===== src/rtl/ddr_cmd_monitor.sv =====
// ddr_cmd_monitor: passive DDR4 command-bus monitor.
//
// Samples cs_n/act_n/adr/ba/bg on every rising clk edge, decodes the command
// class, tracks per-bank open state and open row, resolves the full row/column
// of each RD/WR and keeps saturating event counters plus a protocol-error flag.
// All outputs are registered on the edge that samples the command.
//
// Ports:
//   clk, rst_n            command clock, async active-low reset
//   cs_n, act_n, adr      command/address pins (adr[ADDR_W-1 -: 3] = RAS/CAS/WE)
//   ba, bg                bank address / bank group; bank index is {ba,bg}
//   cnt_clr               synchronous clear of counters and err_sticky
//   cmd_vld/cmd_type      one-cycle decoded-command pulse and its class
//   bank_idx              {ba,bg} of the last decoded command
//   row_adr/col_adr       resolved row/column of last ACT or RD/WR
//   *_cnt                 saturating event counters (CNT_W bits each)
//   err/err_sticky        protocol-error pulse and sticky flag
//   bank_open             per-bank open bitmap
//   bank_acc_cnt          per-bank RD+WR counters (only with DDR_MON_BANK_CNT_EN)
//
// Build option: define DDR_MON_BANK_CNT_EN to add bank_acc_cnt.

// Per-bank state: open flag, open row and the row most recently closed.
module ddr_cmd_monitor_bank #(
  parameter int ADDR_W = 17
) (
  input  logic              clk,
  input  logic              rst_n,
  input  logic              act,
  input  logic              pre,
  input  logic [ADDR_W-1:0] adr,
  output logic              open,
  output logic [ADDR_W-1:0] open_row,
  output logic              reopen
);
  logic [ADDR_W-1:0] last_row;
  logic              last_vld;

  // Compared against pre-update state, so an ACT that overwrites an open
  // bank still checks the row closed by the previous PRE.
  assign reopen = act && last_vld && (last_row == adr);

  always_ff @(posedge clk or negedge rst_n) begin
    if (!rst_n) begin
      open     <= 1'b0;
      open_row <= '0;
      last_row <= '0;
      last_vld <= 1'b0;
    end else if (act) begin
      open     <= 1'b1;
      open_row <= adr;
    end else if (pre && open) begin
      // PRE to a closed bank leaves last_row untouched.
      open     <= 1'b0;
      last_row <= open_row;
      last_vld <= 1'b1;
    end
  end
endmodule

// Saturating event counter with synchronous clear taking priority.
module ddr_cmd_monitor_cnt #(
  parameter int CNT_W = 32
) (
  input  logic             clk,
  input  logic             rst_n,
  input  logic             clr,
  input  logic             inc,
  output logic [CNT_W-1:0] cnt
);
  always_ff @(posedge clk or negedge rst_n) begin
    if (!rst_n)                cnt <= '0;
    else if (clr)              cnt <= '0;
    else if (inc && !(&cnt))   cnt <= cnt + CNT_W'(1);
  end
endmodule

module ddr_cmd_monitor #(
  parameter int ADDR_W = 17,
  parameter int BA_W   = 2,
  parameter int BG_W   = 2,
  parameter int COL_W  = 10,
  parameter int CNT_W  = 32
) (
  input  logic                          clk,
  input  logic                          rst_n,
  input  logic                          cs_n,
  input  logic                          act_n,
  input  logic [ADDR_W-1:0]             adr,
  input  logic [BA_W-1:0]               ba,
  input  logic [BG_W-1:0]               bg,
  input  logic                          cnt_clr,
  output logic                          cmd_vld,
  output logic [2:0]                    cmd_type,
  output logic [BA_W+BG_W-1:0]          bank_idx,
  output logic [ADDR_W-1:0]             row_adr,
  output logic [COL_W-1:0]              col_adr,
  output logic [CNT_W-1:0]              act_cnt,
  output logic [CNT_W-1:0]              rd_cnt,
  output logic [CNT_W-1:0]              wr_cnt,
  output logic [CNT_W-1:0]              pre_cnt,
  output logic [CNT_W-1:0]              prea_cnt,
  output logic [CNT_W-1:0]              ref_cnt,
  output logic [CNT_W-1:0]              mrs_cnt,
  output logic [CNT_W-1:0]              oth_cnt,
  output logic [CNT_W-1:0]              reopen_cnt,
  output logic [CNT_W-1:0]              err_cnt,
  output logic                          err,
  output logic                          err_sticky,
  output logic [(1<<(BA_W+BG_W))-1:0]   bank_open
`ifdef DDR_MON_BANK_CNT_EN
  ,
  output logic [(1<<(BA_W+BG_W))*CNT_W-1:0] bank_acc_cnt
`endif
);
  localparam int BK_W  = BA_W + BG_W;
  localparam int NB    = 1 << BK_W;
  localparam int NEV   = 10;

  localparam logic [2:0] C_ACT  = 3'd0;
  localparam logic [2:0] C_RD   = 3'd1;
  localparam logic [2:0] C_WR   = 3'd2;
  localparam logic [2:0] C_PRE  = 3'd3;
  localparam logic [2:0] C_PREA = 3'd4;
  localparam logic [2:0] C_REF  = 3'd5;
  localparam logic [2:0] C_MRS  = 3'd6;
  localparam logic [2:0] C_OTH  = 3'd7;

  logic [2:0]        rcw;
  logic              hit;
  logic [2:0]        cls;
  logic [BK_W-1:0]   bk;
  logic [NB-1:0]     sel;
  logic [NB-1:0]     reopen_v;
  logic [ADDR_W-1:0] open_row [NB];
  logic              rw_hit;
  logic              cur_open;
  logic [ADDR_W-1:0] cur_row;
  logic              err_now;
  logic [NEV-1:0]    ev;
  logic [CNT_W-1:0]  cnt_q [NEV];

  assign rcw = adr[ADDR_W-1 -: 3];
  assign bk  = {ba, bg};

  // Decode. An X/Z on cs_n makes the if-condition non-true, so it falls
  // through as a deselect in simulation.
  always_comb begin
    hit = 1'b0;
    cls = C_OTH;
    if (!cs_n) begin
      hit = 1'b1;
      if (!act_n) cls = C_ACT;
      else begin
        case (rcw)
          3'b000:  cls = C_MRS;
          3'b001:  cls = C_REF;
          3'b010:  cls = adr[10] ? C_PREA : C_PRE;
          3'b100:  cls = C_WR;
          3'b101:  cls = C_RD;
          3'b111:  hit = 1'b0;   // NOP
          default: cls = C_OTH;
        endcase
      end
    end
  end

  for (genvar i = 0; i < NB; i++) begin : g_bank
    assign sel[i] = (bk == BK_W'(i));
    ddr_cmd_monitor_bank #(.ADDR_W(ADDR_W)) u_bank (
      .clk      (clk),
      .rst_n    (rst_n),
      .act      (hit && (cls == C_ACT) && sel[i]),
      .pre      (hit && (((cls == C_PRE) && sel[i]) || (cls == C_PREA))),
      .adr      (adr),
      .open     (bank_open[i]),
      .open_row (open_row[i]),
      .reopen   (reopen_v[i])
    );
  end

  assign rw_hit   = hit && ((cls == C_RD) || (cls == C_WR));
  assign cur_open = bank_open[bk];
  assign cur_row  = open_row[bk];

  assign err_now = hit && (((cls == C_ACT) && cur_open) ||
                           (((cls == C_RD) || (cls == C_WR)) && !cur_open) ||
                           ((cls == C_REF) && (|bank_open)));

  // Events 0..7 follow the cmd_type encoding; 8 = reopen, 9 = error.
  for (genvar k = 0; k < 8; k++) begin : g_ev
    assign ev[k] = hit && (cls == 3'(k));
  end
  assign ev[8] = |reopen_v;
  assign ev[9] = err_now;

  for (genvar k = 0; k < NEV; k++) begin : g_cnt
    ddr_cmd_monitor_cnt #(.CNT_W(CNT_W)) u_cnt (
      .clk   (clk),
      .rst_n (rst_n),
      .clr   (cnt_clr),
      .inc   (ev[k]),
      .cnt   (cnt_q[k])
    );
  end

  assign act_cnt    = cnt_q[0];
  assign rd_cnt     = cnt_q[1];
  assign wr_cnt     = cnt_q[2];
  assign pre_cnt    = cnt_q[3];
  assign prea_cnt   = cnt_q[4];
  assign ref_cnt    = cnt_q[5];
  assign mrs_cnt    = cnt_q[6];
  assign oth_cnt    = cnt_q[7];
  assign reopen_cnt = cnt_q[8];
  assign err_cnt    = cnt_q[9];

`ifdef DDR_MON_BANK_CNT_EN
  for (genvar i = 0; i < NB; i++) begin : g_acc
    ddr_cmd_monitor_cnt #(.CNT_W(CNT_W)) u_acc (
      .clk   (clk),
      .rst_n (rst_n),
      .clr   (cnt_clr),
      .inc   (rw_hit && sel[i]),
      .cnt   (bank_acc_cnt[i*CNT_W +: CNT_W])
    );
  end
`endif

  always_ff @(posedge clk or negedge rst_n) begin
    if (!rst_n) begin
      cmd_vld    <= 1'b0;
      cmd_type   <= '0;
      bank_idx   <= '0;
      row_adr    <= '0;
      col_adr    <= '0;
      err        <= 1'b0;
      err_sticky <= 1'b0;
    end else begin
      cmd_vld <= hit;
      err     <= err_now;
      if (cnt_clr)      err_sticky <= 1'b0;
      else if (err_now) err_sticky <= 1'b1;
      if (hit) begin
        cmd_type <= cls;
        bank_idx <= bk;
      end
      if (hit && (cls == C_ACT)) begin
        row_adr <= adr;
      end else if (rw_hit) begin
        // Access to a closed bank has no valid row: flag it with all-ones.
        row_adr <= cur_open ? cur_row : '1;
        col_adr <= adr[COL_W-1:0];
      end
    end
  end
endmodule


===== config.mk =====
export PLATFORM = sky130hd
export DESIGN_NAME = ddr_cmd_monitor
export DESIGN_NICKNAME = d
export VERILOG_FILES = /design/src/rtl/ddr_cmd_monitor.sv
export SDC_FILE = /design/constraint.sdc
export NUM_CORES = 2
export LEC_CHECK = 0
export ABC_CLOCK_PERIOD_IN_PS = 3600
export CAP_MARGIN = 20
export CORE_MARGIN = 5
export CORE_UTILIZATION = 55
export CTS_CLUSTER_DIAMETER = 80
export DETAILED_ROUTE_END_ITERATION = 8
export PLACE_DENSITY = 0.76
export SLEW_MARGIN = 20
export SYNTH_ARGS = -nofsm -noshare
export SYNTH_HDL_FRONTEND = slang
export SYNTH_HIERARCHICAL = 1
export SYNTH_SLANG_ARGS = --single-unit
export TNS_END_PERCENT = 10

===== constraint.sdc =====
create_clock -name clk -period 3.6 [get_ports clk]
set_input_delay 0.72 -clock clk [delete_from_list [all_inputs] [get_ports clk]]
set_output_delay 0.72 -clock clk [all_outputs]
set_load 0.03 [all_outputs]

== Word level (Yosys, flattened, before mapping) ==
Cells that the tools add are included.

* Bitwise logic cells: 18
* $lt $le $gt $ge: 2
* Muxes and demuxes: 69
* Add/subtract/negate cells: 10
* Equal/unequal tests: 43
* Reduce and logical (&&, ||, !) cells: 209

{| class="wikitable"
|+ Operator list
! operator !! number
|-
| $mux 32 || 20
|-
| $add 32x1->32 const B || 10
|-
| $reduce_and 32->1 || 10
|-
| $eq 17x17->1 || 16
|-
| $logic_and 1x1->1 || 119
|-
| $mux 17 || 5
|-
| $bmux 17 s4 || 1
|-
| $reduce_bool 2->1 || 28
|-
| $mux 1 || 38
|-
| $reduce_and 2->1 || 17
|-
| $eq 4x4->1 const B || 8
|-
| $reduce_or 16->1 || 2
|-
| $eq 3x3->1 const B || 7
|-
| $logic_or 1x1->1 || 19
|-
| $not 1->1 || 17
|-
| $eq 4x3->1 const B || 4
|-
| $pmux 3 s5 || 1
|-
| $logic_not 1->1 || 11
|-
| $eq 3x2->1 const B || 3
|-
| $mux 3 || 3
|-
| $eq 4x2->1 const B || 2
|-
| $eq 3x1->1 const B || 2
|-
| $logic_not 3->1 || 2
|-
| $ge 5x5->1 const B || 1
|-
| 5 further kinds || 5
|}

* Register bits: 933
* Input bits: 26
* Output and inout port bits: 373
* Logic and storage cells: 432

== Longest topological paths before layout ==
* Depth in word-level cells: 13
* Mapped depth: 18
* Mapped depth without buffers: 11

== Modules after synthesis ==
Netlist, hierarchy kept.

{| class="wikitable"
|+ Modules (own cells, without submodules)
! module !! area each (um^2) !! cells an instance !! instances !! sequential area each (um^2)
|-
| ddr_cmd_monitor_bank || 1577.8 || 100 || 16 || 900.9
|-
| ddr_cmd_monitor_cnt (g_cnt[0].u_cnt ...) || 1865.5 || 190 || 8 || 800.8
|-
| ddr_cmd_monitor || 4151.5 || 358 || 1 || 925.9
|-
| ddr_cmd_monitor_cnt (g_cnt[8].u_cnt) || 1831.8 || 194 || 1 || 800.8
|-
| ddr_cmd_monitor_cnt (g_cnt[9].u_cnt) || 1803.0 || 190 || 1 || 800.8
|}

== Worst setup path before layout ==
Ideal clock, no wire load.

* Path kind: input to register
* Start: input port act_n
* End: register g_cnt[8].u_cnt.cnt[18]
* Setup slack: -197 ps
* Library setup time: 132 ps
* Stages: 15
* Arrival: 3665 ps
* Buffers on the path: 4
* Required time: 3468 ps
* Cells stage by stage: clkbuf_1 > nor2_1 > clkbuf_1 > nand2_1 > nor2_1 > buf_2 > buf_4 > nand4_1 > nor4_2 > nor4_1 > nand4_1 > nand4_1 > a2111oi_0 > xnor2_1 > nor2_1

* Cells in the longest elaborated chain, start to end: 10
* Elaborated cells between the ends (all ways): 57
* Those cells by class: mux: 4; reduce/logical: 53

{| class="wikitable"
|+ RTL lines
! item !! line !! text
|-
| start: declaration || 88 || <nowiki>input logic act_n,</nowiki>
|-
| $mux 3 || 153 || <nowiki>if (!act_n) cls = C_ACT;</nowiki>
|-
| $mux 3 || 151 || <nowiki>if (!cs_n) begin</nowiki>
|-
| $logic_not 3->1 || - ||
|-
| $logic_and 1x1->1 (*) || - ||
|-
| net ev[0] || 140 || <nowiki>logic [NEV-1:0] ev;</nowiki>
|-
| $logic_and 1x1->1 (*) || 173 || <nowiki>.act (hit && (cls == C_ACT) && sel[i]),</nowiki>
|-
| $logic_and 1x1->1 (*) (2 in series) || 41 || <nowiki>assign reopen = act && last_vld && (last_row == adr);</nowiki>
|-
| net reopen_v[10] || 134 || <nowiki>logic [NB-1:0] reopen_v;</nowiki>
|-
| $reduce_or 16->1 (*) || 194 || <nowiki>assign ev[8] = |reopen_v;</nowiki>
|-
| net ev[8] || 140 ||
|-
| $logic_and 1x1->1 (*) || 74 || <nowiki>else if (inc && !(&cnt)) cnt <= cnt + CNT_W'(1);</nowiki>
|-
| $reduce_bool 2->1 (no source line) (*) || - ||
|-
| end signal: assignment || 74 ||
|-
| end: declaration || 69 || <nowiki>output logic [CNT_W-1:0] cnt</nowiki>
|}

Mark *: on every way through the listed nets, which the timed path passes. The rest lies on a longest branch.
A chain may end at the register's enable or synchronous reset.

== Worst setup path in the final report ==
* Start: input port act_n
* End: register g_cnt[8].u_cnt.cnt[6]

* Cells in the longest elaborated chain, start to end: 10
* Elaborated cells between the ends (all ways): 57
* Those cells by class: mux: 4; reduce/logical: 53

{| class="wikitable"
|+ RTL lines
! item !! line
|-
| $mux 3 || 153
|-
| $mux 3 || 151
|-
| $logic_not 3->1 || 173
|-
| $logic_and 1x1->1 (*) (2 in series) || 173
|-
| $logic_and 1x1->1 (*) (2 in series) || 41
|-
| net reopen_v[8] || 134
|-
| $reduce_or 16->1 (*) || 194
|-
| net ev[8] || 140
|-
| $logic_and 1x1->1 (*) || 74
|-
| $reduce_bool 2->1 (no source line) (*) || -
|}

Marked as above.

==> implementation parameters <==
Parameter                              Value

Die
  Core ar.    0.0866 mm²
  # rows    108
  Vertical die dimension    305 µm
  Full die area    0.0932 mm²
  Top-level port count    399
  Initial standard-cell utilization of the core    0.554
  Die Span X    305 µm

Placement
  HPWL after detailed placement    93800 µm
  Post-Place Setup Slack    -0.601 ns
  Count of input and output buffers    398
  Routability congestion estimate from global placement    0.959

Global routing
  Congestion Overflow GR    0
  First-pass GRT wire length    213000 µm
  Number of antenna violations at the first check in global routing    0
  Total Routing Usage GR    0.285
  Most congested layer reported by global routing    met2
  Met2 track demand over resource in global routing    0.455
  GR Util met1    0.388
  Maximum number of pins on one net before global-route repair    96
  Via count of the first global-routing pass    35800
  GRT met3 Usage    0.0526

Pwr
  Worst supply voltage drop on vdd    0.405 mV
  Power per unit of standard cell area    473 mW/mm²
  Leakage power of the design    25.6 nW

Layout
  Antenna diode instance count    0
  Nets@finish    4475
  Area added between synthesis and finish    21.0%
  Fraction of layout instances using a drive strength above 1    0.268

Logic synthesis
  Synth cell count leaders    dfrtp_1 (933), mux2_2 (405), xnor2_1 (236), nand2_1 (200), a21oi_1 (186)
  Share of flip-flops with an asynchronous set or reset    1.00
  Synthesis-stage register bit count    933
  Synthesized Nets    3898
  Commonest register cell after synthesis    dfrtp_1
  Count of cell types in the netlist    75
  Cell with the most instances after synthesis    dfrtp_1
  Area of the mapped netlist    0.0480 mm²
  Fraction of synthesized cell area taken by the top area cell type    0.487
  Cells after Synth    3862
  Cell accounting for the most synthesized area    dfrtp_1
  Average instance area after synthesis    12.4 µm²
  Cells taking the most area after synthesis    dfrtp_1 (49%), mux2_2 (9.5%), mux2_4 (4.8%)
  Number of synthesized flops with an enable pin    0
  Number of synthesis warnings    6
  Fraction of the yosys area taken by sequential cells    0.487

Worst setup path
  Sort of element at the start of the critical path    input port
  WP data required    4.19 ns
  CP Data Arrival Time    4.05 ns
  Largest fanout on the critical path    23
  Register-to-register path setup slack    0.32 ns
  Reg2reg path depth    12
  Cell with the largest stage delay on the worst path    clkdlybuf4s50_1
  Buffering stage count on the worst path with inverters included    4
  Worst reg2reg path startpoint    g_bank[1].u_bank/open$_DFFE_PN0P_
  Cell-by-cell trace of the critical path    clkdlybuf4s50_1 > nor2_4 > nand2_1 > nor2_2 > nand4_1 > nor4_2 > nor4_1 > buf_4 > nand4_1 > inv_1 > a31o_4 > buf_4 > or3_1 > a21oi_1
  Critical path's largest stage delay    0.47 ns
  Endpoint class of the critical path    flop
  Capturing point of the worst reg2reg path    g_cnt[9].u_cnt/cnt[17]$_DFFE_PN0P_
  Critical path start-end classification    in -> reg
  Delay-heaviest family, CP    simple AND/OR/NAND/NOR gates

Clocking
  Clk slew on worst S/H paths    0.06 ns
  TritonCTS clock tree    built
  Setup Buffers After CTS    0
  Hold Buf Count CTS    0
  Max H-tree Level    3
  Maximum buffer depth of the clock tree    3
  Number of gates given a new drive strength after cts    0
  TritonCTS buffer count    99
  Latest clock arrival within the worst-skew pair    0.69 ns
  Root Buffer Master    clkbuf_16
  CTS Sinks    933

Detailed routing
  Total Wirelength    136000 µm
  Count of unresolved DRC violations after routing    0
  Number of DRC violations after detailed-routing iteration 0    2678
  Vias per cell    6.28
  First drt pass iteration count    8
  Number of nets with antenna violations after routing    0
  Vias after detailed routing    35600
  Routed len/inst    23.9 µm

Timing
  Final setup violation count    0
  Worst Hold Margin    0.0729 ns
  Worst Max-Slew Pin Slew    1.02 ns
  Highest Clock Rate    289 MHz
  Slew Viols, Final    0
  Clk_skew    0.0274 ns
  Setup tns final    0 ns
  Unrepaired setup endpoints after global routing    no
  Relative slew slack    0.316
  Min setup slack post-route    0.140 ns
  Number of hold-slack violations in the final timing report    0
  Share of the cycle needed by the critical path after routing    0.961
  Minimum clock period after layout    3.46 ns

Outcome
  Outcome    complete, no violations

Job
  Max-cap violations    0

Worst hold path
  Hold crit path type    in -> async
metal layers:
layer,up-vias,part of all wire,routed length (µm)
li1,15700,-,-
met1,18400,0.41,56100
met2,1296,0.47,63500
met3,287,0.071,9620
met4,0,0.048,6480
met5,-,0,0
layout by cell type (no fill, tap or decap), types with 24 or more instances in the layout:
cell	Yosys	routed
a21oi_1	186	186
clkbuf_16	0	99
dfrtp_1	933	933
mux2_4	153	153
clkinv_2	0	29
xor2_1	121	121
mux2_2	405	405
nor2_1	148	130
inv_1	71	71
o2111ai_1	34	34
nand2_1	200	200
and4_1	34	34
nand4_1	92	92
o21ai_1	36	36
buf_4	18	206
and3_1	56	56
clkdlybuf4s50_1	0	377
mux4_2	48	48
nor4_1	40	40
nand2b_1	24	24
o31ai_1	94	94
buf_12	4	47
nand3_1	82	82
or3_1	87	87
mux4_1	24	24
nor4_2	32	32
o21ai_0	76	76
or4_1	126	126
nand4_4	25	25
a22oi_1	34	34
xnor2_1	236	236
metrics by stage:
step	std cells	cell area [µm²]	total power, W	utilization
after floorplan	3862	48000	0.0152	-
after global placement	5491	54600	0.0168	0.631
after detailed placement	5491	54600	0.0170	0.631
after CTS	5672	58000	0.0276	0.670
after global routing	5674	58000	0.0285	0.670
final	5674	58000	0.0275	0.670
state kept, by name (all words and copies together), names as in the netlist:
name and count:
row_adr 17, g_bank.u_bank/open_row 272, g_bank.u_bank/last_vld 16, cmd_type 3, cmd_vld 1, bank_idx 4, g_cnt.u_cnt/cnt 320, err_sticky 1
err 1, g_bank.u_bank/open 16, col_adr 10, g_bank.u_bank/last_row 272
how the worst max path moves through the flow:
stage                                              end  slack [ns]  cells past startpoint  startpoint
finish               g_cnt[8].u_cnt/cnt[6]$_DFFE_PN0P_        0.14                     14       act_n
global route        g_cnt[8].u_cnt/cnt[27]$_DFFE_PN0P_        0.02                     13       act_n
CTS                 g_cnt[8].u_cnt/cnt[17]$_DFFE_PN0P_        0.09                     13       act_n
detailed placement   g_cnt[8].u_cnt/cnt[6]$_DFFE_PN0P_       -0.60                     14       act_n
global placement    g_cnt[8].u_cnt/cnt[27]$_DFFE_PN0P_       -0.44                     13       act_n
floorplan           g_cnt[8].u_cnt/cnt[11]$_DFFE_PN0P_        0.05                     17       bg[1]
where the power goes:
group | internal (W) | switching [W]
registers | 0.0118 | 0.00101
clock network | 0.00611 | 0.00444
logic | 0.00220 | 0.00196
total | 0.0201 | 0.00741
cell families (layout without fill, tap and decap cells):
family / after synthesis / count (layout) / share of synthesized area
muxes: 641 / 641 / 0.181
AOI/OAI and AO/OA: 580 / 580 / 0.0823
adders and majority gates: 10 / 10 / 0.00261
DFF: 933 / 933 / 0.487
xor gates and xnor gates: 357 / 357 / 0.0652
buffers and inverters: 247 / 904 / 0.0304
and+or+nand+nor: 1094 / 1094 / 0.152
area by class of cell:
type	count	area, µm²
clock buffers	132	2770
clock inverters	49	613
fillers	6237	28600
inverters	73	274
multi-input cells	2682	23200
flip-flops and latches	933	23300
well taps	1155	1450
repair buffers	650	6390
No activity file was read; power rests on OpenSTA's default activity.
